<file path="src/rtl/mux4_rr_arbiter_pkg.sv">
// Shared constants and types for the four-requester round-robin mux arbiter.
package mux4_rr_arbiter_pkg;

    localparam int N_REQ     = 4;
    localparam int SEL_W     = 2;
    localparam int DEF_WIDTH = 16;

    // Reset value of the last-grant pointer; makes the first scan start at index 0.
    localparam logic [SEL_W-1:0] RST_LAST = 2'd3;

    // The output register's valid bit is the whole state.
    typedef enum logic {
        ST_IDLE = 1'b0,
        ST_HOLD = 1'b1
    } state_e;

    function automatic logic [N_REQ-1:0] sel_onehot(input logic [SEL_W-1:0] sel);
        logic [N_REQ-1:0] oh;
        oh      = '0;
        oh[sel] = 1'b1;
        return oh;
    endfunction

endpackage

</file>
<file path="src/rtl/MUX64_16.sv">
// Shared 4:1 data mux: four WIDTH-bit words in, one selected word out.
module MUX64_16 #(
    parameter int WIDTH = 16
) (
    input  logic [WIDTH-1:0] A,
    input  logic [WIDTH-1:0] B,
    input  logic [WIDTH-1:0] C,
    input  logic [WIDTH-1:0] D,
    input  logic [1:0]       S,
    output logic [WIDTH-1:0] DO
);

    always_comb begin
        DO = A;
        case (S)
            2'd0:    DO = A;
            2'd1:    DO = B;
            2'd2:    DO = C;
            default: DO = D;
        endcase
    end

endmodule

</file>
<file path="src/rtl/rr_pick4.sv">
// Round-robin picker: first set request bit scanning upward from last+1 with wrap.
module rr_pick4
    import mux4_rr_arbiter_pkg::*;
(
    input  logic [N_REQ-1:0] req,
    input  logic [SEL_W-1:0] last,
    output logic             any,
    output logic [SEL_W-1:0] w
);

    logic [SEL_W-1:0] idx;

    // Walk from the lowest priority (last itself) up to last+1 so the nearest hit wins.
    always_comb begin
        any = 1'b0;
        w   = '0;
        idx = '0;
        for (int k = N_REQ; k >= 1; k--) begin
            idx = last + SEL_W'(k);
            if (req[idx]) begin
                any = 1'b1;
                w   = idx;
            end
        end
    end

endmodule

</file>
<file path="src/rtl/mux4_rr_arbiter.sv">
// Round-robin arbiter driving the shared 4:1 mux select, with a registered
// valid/ready output stage that sustains one word per clock.
module mux4_rr_arbiter
    import mux4_rr_arbiter_pkg::*;
#(
    parameter int WIDTH = DEF_WIDTH,
    parameter int CNT_W = 16
) (
    input  logic             clk,
    input  logic             rst_n,
    input  logic [N_REQ-1:0] req,
    input  logic [WIDTH-1:0] A,
    input  logic [WIDTH-1:0] B,
    input  logic [WIDTH-1:0] C,
    input  logic [WIDTH-1:0] D,
    output logic [N_REQ-1:0] ack,
    output logic [WIDTH-1:0] out_data,
    output logic [SEL_W-1:0] out_sel,
    output logic             out_valid,
    input  logic             out_ready,
    output logic             busy,
    output logic [CNT_W-1:0] xfer_cnt
);

    state_e           state_q, state_d;
    logic [WIDTH-1:0] out_data_q, out_data_d;
    logic [SEL_W-1:0] out_sel_q, out_sel_d;
    logic [SEL_W-1:0] last_q, last_d;
    logic [CNT_W-1:0] xfer_cnt_q, xfer_cnt_d;

    logic             any;
    logic [SEL_W-1:0] w;
    logic [WIDTH-1:0] mux_do;
    logic             valid;
    logic             cap;
    logic             xfer;

    rr_pick4 u_pick (
        .req  (req),
        .last (last_q),
        .any  (any),
        .w    (w)
    );

    MUX64_16 #(.WIDTH(WIDTH)) u_mux (
        .A  (A),
        .B  (B),
        .C  (C),
        .D  (D),
        .S  (w),
        .DO (mux_do)
    );

    assign valid = (state_q == ST_HOLD);
    // Gating with rst_n keeps ack low (and X on req harmless) during reset.
    assign cap   = rst_n & any & (~valid | out_ready);
    assign xfer  = valid & out_ready;

    always_comb begin
        state_d    = state_q;
        out_data_d = out_data_q;
        out_sel_d  = out_sel_q;
        last_d     = last_q;
        xfer_cnt_d = xfer_cnt_q + {{(CNT_W-1){1'b0}}, xfer};
        ack        = '0;
        if (cap) begin
            ack        = sel_onehot(w);
            state_d    = ST_HOLD;
            out_data_d = mux_do;
            out_sel_d  = w;
            last_d     = w;
        end else if (xfer) begin
            state_d = ST_IDLE;
        end
    end

    always_ff @(posedge clk) begin
        if (!rst_n) begin
            state_q    <= ST_IDLE;
            out_data_q <= '0;
            out_sel_q  <= '0;
            last_q     <= RST_LAST;
            xfer_cnt_q <= '0;
        end else begin
            state_q    <= state_d;
            out_data_q <= out_data_d;
            out_sel_q  <= out_sel_d;
            last_q     <= last_d;
            xfer_cnt_q <= xfer_cnt_d;
        end
    end

    assign out_data  = out_data_q;
    assign out_sel   = out_sel_q;
    assign out_valid = valid;
    assign busy      = valid;
    assign xfer_cnt  = xfer_cnt_q;

endmodule
</file>
<file path="config.mk">
export PLATFORM = sky130hd
export DESIGN_NAME = mux4_rr_arbiter
export DESIGN_NICKNAME = d
export VERILOG_FILES = /design/src/rtl/mux4_rr_arbiter_pkg.sv /design/src/rtl/MUX64_16.sv /design/src/rtl/rr_pick4.sv /design/src/rtl/mux4_rr_arbiter.sv
export SDC_FILE = /design/constraint.sdc
export NUM_CORES = 1
export LEC_CHECK = 0
export CAP_MARGIN = 20
export CORE_MARGIN = 3
export CORE_UTILIZATION = 50
export DETAILED_ROUTE_END_ITERATION = 16
export DONT_BUFFER_PORTS = 1
export MAX_ROUTING_LAYER = met4
export PLACE_DENSITY = 0.73
export SYNTH_ARGS = -nofsm -noshare
export SYNTH_HDL_FRONTEND = slang
export SYNTH_SLANG_ARGS = --single-unit
</file>
<file path="constraint.sdc">
create_clock -name clk -period 1.93 [get_ports clk]
set_input_delay 0.2895 -clock clk [delete_from_list [all_inputs] [get_ports clk]]
set_output_delay 0.2895 -clock clk [all_outputs]
set_load 0.1 [all_outputs]
</file>
==> results.txt <==
The average footprint of a synthesized cell was 9.43 sq um. The run gives 0 as the antenna diode count. The number of sinks driven by the clock tree was 37; the instance count of the mapped netlist was 206. The run finished, with violations left. The share of the synthesized area in the top cell type is 38.1%, and the worst hold slack across all endpoints is 136 ps. Setup repair after global routing could not meet its margin everywhere. The average routed wire per standard cell is 17.9 um. In this run the deepest clock path goes through 2 buffers. VDD sags by at most 0.549 mV.

Static timing analysis puts the maximum clock frequency at 510 MHz. The synthesized design spends more area on one cell type than any other, namely sky130_fd_sc_hd__dfxtp_1. For the worst setup path, the data required time is 1640 ps. Slew at the pin closest to its max-slew limit: 547 ps. The analysis attributes to cell leakage a power of 0.00114 uW. The die covers 4670 sq um.

For the overall via count from detail_route, the log shows 1800. In this run the tightest slew margin relative to its limit is 63.8%. The share of the Yosys chip area taken by registers is 38.1%.

The core region is 3720 sq um. The critical path in this run is classified as flip-flop to output port. Post-synthesis cell type count: 38. The type of element capturing the critical path was an output port.

Counting the buffers created by CTS gives 5. Number of warnings issued by yosys: 0. For this run, global-route usage on met2 was measured as 39.0%. By count the netlist is led by sky130_fd_sc_hd__dfxtp_1 (37), sky130_fd_sc_hd__mux2i_1 (32), sky130_fd_sc_hd__nand3_1 (23), sky130_fd_sc_hd__o221ai_1 (17), sky130_fd_sc_hd__nor2_1 (16). After the first detailed-routing iteration, the DRC count stood at 116. The total nets after synthesis was 279; the final net count was 317. After layout, the worst path uses 102% of the clock period.

Data arrives at the worst endpoint at 1670 ps. The number of enable flip-flop cells after synthesis is 0. Among all flip-flop cells after synthesis, the most frequent one is sky130_fd_sc_hd__dfxtp_1.

The proportion of layout cells with a drive suffix above 1 was 33.5%; the count of port buffers added during placement was 0. The total DRC errors in the routed layout is 0. The number of hold violations in the final report came out at 0.

met2 is the most crowded layer. The number of hold-repair buffers added at the cts stage is 0. The logs give 111 for the I/O pin count and 10.8 ps for the final clock skew. Global routing used 22.2% of the available tracks.

The share of async-settable or async-resettable flops after synthesis was 0%; the global-route met1 utilization was 23.6%. The post-layout minimum cycle time was 1960 ps; the number of antenna violations at the first check in global routing was 0. For the worst-skew pair, the clock arrives at the later sink with an insertion delay of 280 ps. In the post-synthesis netlist, the biggest area contributors are sky130_fd_sc_hd__dfxtp_1 (38%), sky130_fd_sc_hd__mux2i_1 (16%), sky130_fd_sc_hd__o221ai_1 (7.7%). The tools report the max-slew violation count as 0. After legalization and detailed placement, the total HPWL measured 3960 um. For the met3 track demand over resource, the log shows 6.40%. The completed layout was analyzed and its total power is 2570 uW. The synthesized design contains 37 register bits.

The area overhead of the layout relative to synthesis came out at 29.0%. The number of standard cells in the final layout excluding fillers came out at 293. The final RePlAce weighted congestion was 0.729; the cell count after placement was 283. For this configuration, the core starts out at a cell density of 52.3%. Max-cap violations in this run came to 0. Adding up every negative setup slack in the final design gives -83.1 ps.

The maximum net fanout on the critical path came out at 7. The die height was 68.3 um; the global-route wire length before repair was 7590 um. The floorplan step set the die width to 68.3 um. After clock tree synthesis, the clock-pin slew on the worst setup and hold paths is 70 ps. The cell area power density came out at 1030 nW/um^2. The H-tree generated during clock tree synthesis spans 2 levels. Among all cell types in the netlist, the one instantiated most often is sky130_fd_sc_hd__dfxtp_1. After floorplanning, the core was divided into 22 placement rows. After global routing the overflow that remains totals 0. Library cell used as clock root buffer: sky130_fd_sc_hd__clkbuf_8. The antenna violation net count after detailed routing is 0, and the number of optimization iterations in the first detailed-route pass is 4. The checks that failed: setup timing.

The via count of the first global-routing pass came out at 1684. Setup violations remaining at the end of the flow were counted as 3. The run gives 1940 sq um as the cell area after technology mapping. Kind of start point of the critical path: a flip-flop.

The tools report the pin count of the biggest net entering global routing as 34. Dividing the detail-routed via count by the number of cells gives 6.14. After detailed routing, the total wire length is 5250 um.

The path class of the lowest-slack min-delay path is input port to flip-flop. TritonCTS built the clock tree. The post-route worst setup slack is -32.4 ps.
-- per-stage QoR --
| step | area [sq um] | setup slack, ps | util [%] |
|---|---|---|---|
| floorplan | 2050 | -148 | - |
| global placement | 2390 | 204 | 64.4 |
| detailed placement | 2390 | 160 | 64.4 |
| CTS | 2490 | -25.6 | 67.1 |
| global route | 2500 | -109 | 67.4 |
| finish | 2500 | -32.4 | 67.4 |
-- final cells by class --
cell class	instances	area [sq um]
Sequential cell	37	766
Clock inverter	2	10.0
Fill cell	295	1210
Inverter	3	11.3
Tap cell	48	60.1
Multi-Input combinational cell	151	1160
Timing Repair Buffer	46	420
Clock buffer	6	72.6
-- placed cells by master (no fill, tap or decap), types with 3 or more instances in the layout --
| cell type | n |
|---|---|
| sky130_fd_sc_hd__dfxtp_1 | 23 |
| sky130_fd_sc_hd__nand2b_1 | 3 |
| sky130_fd_sc_hd__o221ai_1 | 16 |
| sky130_fd_sc_hd__mux2i_1 | 32 |
| sky130_fd_sc_hd__nand3_1 | 23 |
| sky130_fd_sc_hd__xnor2_1 | 4 |
| sky130_fd_sc_hd__buf_4 | 40 |
| sky130_fd_sc_hd__buf_12 | 6 |
| sky130_fd_sc_hd__nand2_1 | 7 |
| sky130_fd_sc_hd__nand2_2 | 3 |
| sky130_fd_sc_hd__clkbuf_8 | 5 |
| sky130_fd_sc_hd__inv_1 | 3 |
| sky130_fd_sc_hd__xor2_1 | 9 |
| sky130_fd_sc_hd__dfxtp_2 | 11 |
| sky130_fd_sc_hd__and2_1 | 6 |
| sky130_fd_sc_hd__nand4_1 | 5 |
| sky130_fd_sc_hd__dfxtp_4 | 3 |
| sky130_fd_sc_hd__nor2_1 | 15 |
-- final timing paths --
| check | cells after the start | slack [ps] | startpoint | endpoint |
|---|---|---|---|---|
| max reg2reg | 6 | 120 | last_q[1] | out_data[10] |
| max | 4 | -30 | last_q[1] | ack[2] |
| min | 1 | 140 | rst_n | xfer_cnt[10] |
| min reg2reg | 2 | 490 | out_data[5] | out_data[5] |
-- critical path: stages (launching register included) --
cell and delay, ps:
sky130_fd_sc_hd__dfxtp_4 400, sky130_fd_sc_hd__nand2_2 60, sky130_fd_sc_hd__a311o_2 470, sky130_fd_sc_hd__nor3_4 240
sky130_fd_sc_hd__buf_12 200
-- flip-flops by register name (all words and copies together), names as in the netlist --
name and cells:
out_sel 2, busy 1, last_q 2, out_data 16, xfer_cnt 16
-- metal layers --
metal	wire length (um)	up-vias
met4	52	0
met2	2740	94
met5	0	-
met3	423	10
met1	2040	865
li1	-	831
-- timing repair --
action	4_1_cts	5_1_grt
pin swaps	5	2
resized for setup	1	3
cloned	0	0
endpoints found under the setup margin	4	5
buffers inserted	2	0
endpoints found under the hold margin	0	0
-- cells by family after synthesis --
logic type      count (synthesis)  share of synthesized area [%]
mux                            32                           16.5
xor+xnor                       13                           5.86
compound gates                 28                           11.5
flops                          37                           38.1
fa+ha+maj                       2                           1.29
simple gates                   76                           20.5
buf+inv                        18                           6.18
-- power by group --
group	switching [uW]	leakage [uW]	internal (uW)
Clock	275	0.0000450	251
Sequential	36.0	0.000310	844
Combinational	846	0.000783	322
Total	1160	0.00114	1420
(Power assumes the default switching activity.)
